$ cat src/rtl/clb_cfg_param.sv
// clb_cfg_param: WIDTH-bit ADD/SUB/AND/XOR logic cell with serial config chain and 1/2-stage pipeline
//
// Ports:
//   i_clk         fabric clock, all state on rising edge
//   i_reset       asynchronous active-high reset, clears all state
//   i_cfg_en      shift enable for the config chain
//   i_cfg_din     serial config bit in (MSB first)
//   i_cfg_commit  copy shadow config into active config, flushes the pipeline
//   o_cfg_dout    serial config bit out = shadow[2], chains to the next CLB
//   i_in_valid    i_a/i_b/i_cin valid this cycle
//   i_a, i_b      WIDTH-bit operands
//   i_cin         carry in (ADD only)
//   o_sum_out     WIDTH-bit result
//   o_cout_out    carry / no-borrow out
//   o_out_valid   o_sum_out/o_cout_out valid this cycle
//
// Config word: [1:0] op (00 ADD, 01 SUB, 10 AND, 11 XOR), [2] stages (0 = 1 stage, 1 = 2 stages).
module clb_cfg_param #(
    parameter int         WIDTH     = 2,
    parameter logic [2:0] RESET_CFG = 3'b000
) (
    input  logic             i_clk,
    input  logic             i_reset,
    input  logic             i_cfg_en,
    input  logic             i_cfg_din,
    input  logic             i_cfg_commit,
    output logic             o_cfg_dout,
    input  logic             i_in_valid,
    input  logic [WIDTH-1:0] i_a,
    input  logic [WIDTH-1:0] i_b,
    input  logic             i_cin,
    output logic [WIDTH-1:0] o_sum_out,
    output logic             o_cout_out,
    output logic             o_out_valid
);
    logic [2:0]       r_shadow;
    logic [2:0]       r_active;
    logic [WIDTH-1:0] r_sum1;
    logic [WIDTH-1:0] r_sum2;
    logic             r_cout1;
    logic             r_cout2;
    logic             r_v1;
    logic             r_v2;
    logic [WIDTH:0]   w_add;
    logic [WIDTH:0]   w_sub;
    logic [WIDTH:0]   w_res;
    logic             w_take1;
    logic             w_take2;

    assign w_add = {1'b0, i_a} + {1'b0, i_b} + {{WIDTH{1'b0}}, i_cin};
    // Two's-complement subtract: carry out of a + ~b + 1 is the no-borrow flag
    assign w_sub = {1'b0, i_a} + {1'b0, ~i_b} + {{WIDTH{1'b0}}, 1'b1};

    always_comb begin
        w_res = r_active[1:0] == 2'b00 ? w_add :
                r_active[1:0] == 2'b01 ? w_sub :
                r_active[1:0] == 2'b10 ? {1'b0, i_a & i_b} :
                                         {1'b0, i_a ^ i_b};
    end

    // A commit flushes the pipeline: nothing is captured and both valids clear
    assign w_take1 = i_in_valid & ~i_cfg_commit;
    assign w_take2 = r_v1 & ~i_cfg_commit;

    always_ff @(posedge i_clk or posedge i_reset) begin
        if (i_reset) begin
            r_shadow <= 3'b000;
            r_active <= RESET_CFG;
            r_sum1   <= '0;
            r_sum2   <= '0;
            r_cout1  <= 1'b0;
            r_cout2  <= 1'b0;
            r_v1     <= 1'b0;
            r_v2     <= 1'b0;
        end else begin
            if (i_cfg_en) r_shadow <= {r_shadow[1:0], i_cfg_din};
            if (i_cfg_commit) r_active <= r_shadow;
            r_v1 <= w_take1;
            r_v2 <= w_take2;
            if (w_take1) {r_cout1, r_sum1} <= w_res;
            if (w_take2) {r_cout2, r_sum2} <= {r_cout1, r_sum1};
        end
    end

    assign o_cfg_dout  = r_shadow[2];
    assign o_sum_out   = r_active[2] ? r_sum2  : r_sum1;
    assign o_cout_out  = r_active[2] ? r_cout2 : r_cout1;
    assign o_out_valid = r_active[2] ? r_v2    : r_v1;
endmodule

$ cat config.mk
export PLATFORM = sky130hd
export DESIGN_NAME = clb_cfg_param
export DESIGN_NICKNAME = d
export VERILOG_FILES = /design/src/rtl/clb_cfg_param.sv
export SDC_FILE = /design/constraint.sdc
export NUM_CORES = 1
export LEC_CHECK = 0
export ABC_CLOCK_PERIOD_IN_PS = 1150
export CAP_MARGIN = 25
export CELL_PAD_IN_SITES_DETAIL_PLACEMENT = 1
export CELL_PAD_IN_SITES_GLOBAL_PLACEMENT = 1
export CORE_MARGIN = 1
export CORE_UTILIZATION = 35
export CTS_CLUSTER_SIZE = 30
export DETAILED_ROUTE_END_ITERATION = 8
export PLACE_DENSITY_LB_ADDON = 0.12
export SYNTH_ARGS = -nofsm -noshare
export SYNTH_HDL_FRONTEND = slang
export SYNTH_SLANG_ARGS = --single-unit
$ cat constraint.sdc
create_clock -name i_clk -period 1.15 [get_ports i_clk]
set_input_delay 0.23 -clock i_clk [delete_from_list [all_inputs] [get_ports i_clk]]
set_output_delay 0.23 -clock i_clk [all_outputs]
set_load 0.02 [all_outputs]
==> flow_metrics.py <==
metrics = {
    "outcome": {
        "status": "finished, violations left",
        "violations": "setup timing",
    },
    "flow_run": {
        "max_cap_violations": 0,
    },
    "power_and_ir_drop": {
        "p_sw_uw": 482,
        "p_per_area_nw_per_um2": 1390,
        "internal_power_mw": 1.08,
        "power.total_mw": 1.56,
        "netSwitchingFraction_pct": 30.8,
        "peakVddDrop_uv": 740,
        "power_leakage_nw": 0.543,
        "pwr-share-seq_pct": 43.0,
        "clockPowerShare_pct": 17.7,
        "combinationalPowerShare_pct": 39.3,
    },
    "routing": {
        "ant_nets": 0,
        "routedWlPerCell_um": 14.8,
        "vias": 543,
        "drc_errors": 0,
        "wirelength_mm": 1.72,
        "drt_iter0_markers": 1,
        "drt-pass1-iter-count": 4,
        "via_per_inst": 4.68,
    },
    "clock_network": {
        "clkLatencyLatePin_ns": 0.28,
        "cts_tree": "built",
        "postCtsHoldBufs": 0,
        "clockBufferDepth": 2,
        "cts_buffers": 3,
        "cts-root-buf": "clkbuf_4",
        "clock-sinks": 14,
        "cts.htree.levels": 1,
        "clk_transition_reported_paths_ns": 0.08,
    },
    "logic_synthesis": {
        "synth_area_leaders": "dfrtp_1, mux2_1, fa_1",
        "yosys.area_share.simple_pct": 3.74,
        "async_flop_share_pct": 100,
        "synthTopCellsByCount": "dfrtp_1, mux2_1, inv_1",
        "netlist_area_um2": 736,
        "synth_top_family_by_area": "multiplexers",
        "yosys.area_share.adder_pct": 15.0,
        "synth_edf_count": 0,
        "synth.most_common_cell": "dfrtp_1",
        "synth-warning-count": 0,
        "synth_compound_area_share_pct": 3.57,
        "avgSynthCellArea_um2": 13.4,
        "ys_ff_latch": 14,
        "syn_inst": 55,
        "synth_xor_area_share_pct": 0,
        "post-synth-top-area-cell": "dfrtp_1",
        "synth_cell_type_count": 13,
        "synth_ff_type": "dfrtp_1",
        "syn_nets": 73,
        "synth.mux.area_fraction_pct": 26.0,
        "yosysTopAreaCellShare_pct": 47.6,
        "ys_seq_area_share_pct": 47.6,
    },
    "setup_path": {
        "worstPathArrival_ns": 1.76,
        "cp.required_ns": 1.36,
        "crit_fanout": 2,
        "cp-end-kind": "flop",
        "critPathKind": "in -> reg",
        "startpoint_type": "input pin",
    },
    "global_route": {
        "globalRouteOverflowTotal": 0,
        "grt_max_degree": 15,
        "antenna_found_initial": 0,
        "grt_pass1_vias": 574,
        "grt_pass1_wl_mm": 2.57,
        "track_usage_pct": 17.1,
    },
    "cells_and_area": {
        "fillers": 228,
        "layout-drive-gt1-share_pct": 51.7,
        "register_area_um2": 352,
        "final_util_pct": 57.2,
        "multi_input_area_um2": 408,
        "area_delta_synth_final_pct": 52.6,
        "diodes": 0,
        "num-nets-final": 109,
    },
    "floorplan": {
        "start_util_pct": 37.5,
        "io-pin-count": 16,
        "dieArea_um2": 2290,
        "die_x_um": 47.8,
        "chipHeight_um": 47.8,
        "fp.coreArea_um2": 1960,
        "rows": 16,
    },
    "min_path": {
        "min_path_type": "in -> async",
    },
    "timing": {
        "setup_violations": 6,
        "worstMarginPinSlew_ns": 0.329,
        "drv_slew": 0,
        "slew_headroom_pct": 78.0,
        "fmax_ghz": 0.643,
        "period_minus_slack_ns": 1.56,
        "hold_ws_ns": 0.249,
        "postLayoutSetupSlackWorst_ns": -0.406,
        "finalCritPeriodShare_pct": 135,
        "fin_skew_ns": 0.00500,
        "rsz0062_at_grt": "true",
        "hold_violations": 0,
    },
    "placement": {
        "dp_hpwl_mm": 1.17,
        "place.gp.congestion": 0.650,
        "numPortBuffers": 15,
        "place_ws_ns": -1.14,
    },
}
==> path summary, 6_finish.rpt <==
path / end / cells past startpoint / startpoint / slack [ns]
setup / recovery: r_sum1[1]$_DFFE_PP0P_ / 6 / i_a[0] / -0.41
hold / removal: r_v2$_DFF_PP0_ / 3 / i_reset / 0.25
setup reg to reg: r_sum1[1]$_DFFE_PP0P_ / 2 / r_active[0]$_DFFE_PP0P_ / -0.02
hold reg to reg: r_cout2$_DFFE_PP0P_ / 1 / r_cout2$_DFFE_PP0P_ / 0.51
max in group asynchronous: r_active[2]$_DFFE_PP0P_ / 3 / i_reset / 0.71
min in group i_clk: r_sum1[0]$_DFFE_PP0P_ / 6 / i_b[0] / 0.46
==> critical path, cell delays in order <==
cell     delay [ns]
buf_8          0.10
fa_2           0.38
inv_2          0.06
fa_1           0.39
mux4_2         0.47
o21ai_2        0.13
==> power groups by stage <==
stage | Clock (mW) | Sequential [mW] | Combinational, mW
final | 0.277 | 0.671 | 0.614
after global routing | 0.319 | 0.686 | 0.659
after CTS | 0.286 | 0.668 | 0.550
after detailed placement | 0 | 0.671 | 0.530
after global placement | 0 | 0.664 | 0.516
after floorplan | 0 | 0.662 | 0.257
==> cells by family after synthesis <==
group                      after synthesis
muxes                                   16
and+or+nand+nor                          6
DFF                                     14
AOI/OAI and AO/OA                        4
buffers and inverters                    8
adders and majority gates                7
==> registers in the layout (all words and copies together), names as in the netlist <==
| register | flops |
|---|---|
| r_active | 3 |
| r_v2 | 1 |
| r_sum1 | 2 |
| r_v1 | 1 |
| r_sum2 | 2 |
| r_shadow | 3 |
| r_cout2 | 1 |
| r_cout1 | 1 |
==> cell usage in the layout (no fill, tap or decap), drive strengths merged <==
master / count
buf: 24
mux2: 15
dfrtp: 14
inv: 8
clkdlybuf4s50: 5
nand2: 4
ha: 4
clkbuf: 3
o21ai: 3
fa: 3
nand2b: 2
clkdlybuf4s15: 2
o31ai: 1
mux4: 1
==> what timing repair did <==
item                                    4_1_cts  5_1_grt
buffers inserted                              2        0
pin swaps                                     5        1
endpoints found under the setup margin        8        8
gates resized for setup                      55        9
==> per-layer routing <==
| metal | vias up | track usage [%] | routed length (um) |
|---|---|---|---|
| met2 | 11 | 31.1 | 965 |
| met4 | 0 | 5.00 | 40 |
| li1 | 251 | - | - |
| met5 | - | 0 | 0 |
| met1 | 276 | 19.5 | 659 |
| met3 | 5 | 4.53 | 54 |
==> cell type report <==
cell class / count / area share (%)
multi-input combinational: 33 / 36.3
sequential: 14 / 31.3
timing repair buffer: 31 / 24.6
tap: 27 / 3.01
inverter: 8 / 2.68
clock buffer: 3 / 2.01
==> per-stage QoR <==
stage | cells | setup TNS, ns | instance area, um2
after floorplan | 55 | -0.835 | 738
after global placement | 111 | -5.91 | 1030
after detailed placement | 111 | -6.01 | 1030
after CTS | 116 | -1.66 | 1090
after global routing | 116 | -1.82 | 1120
final | 116 | -1.61 | 1120
(Power assumes the default switching activity.)
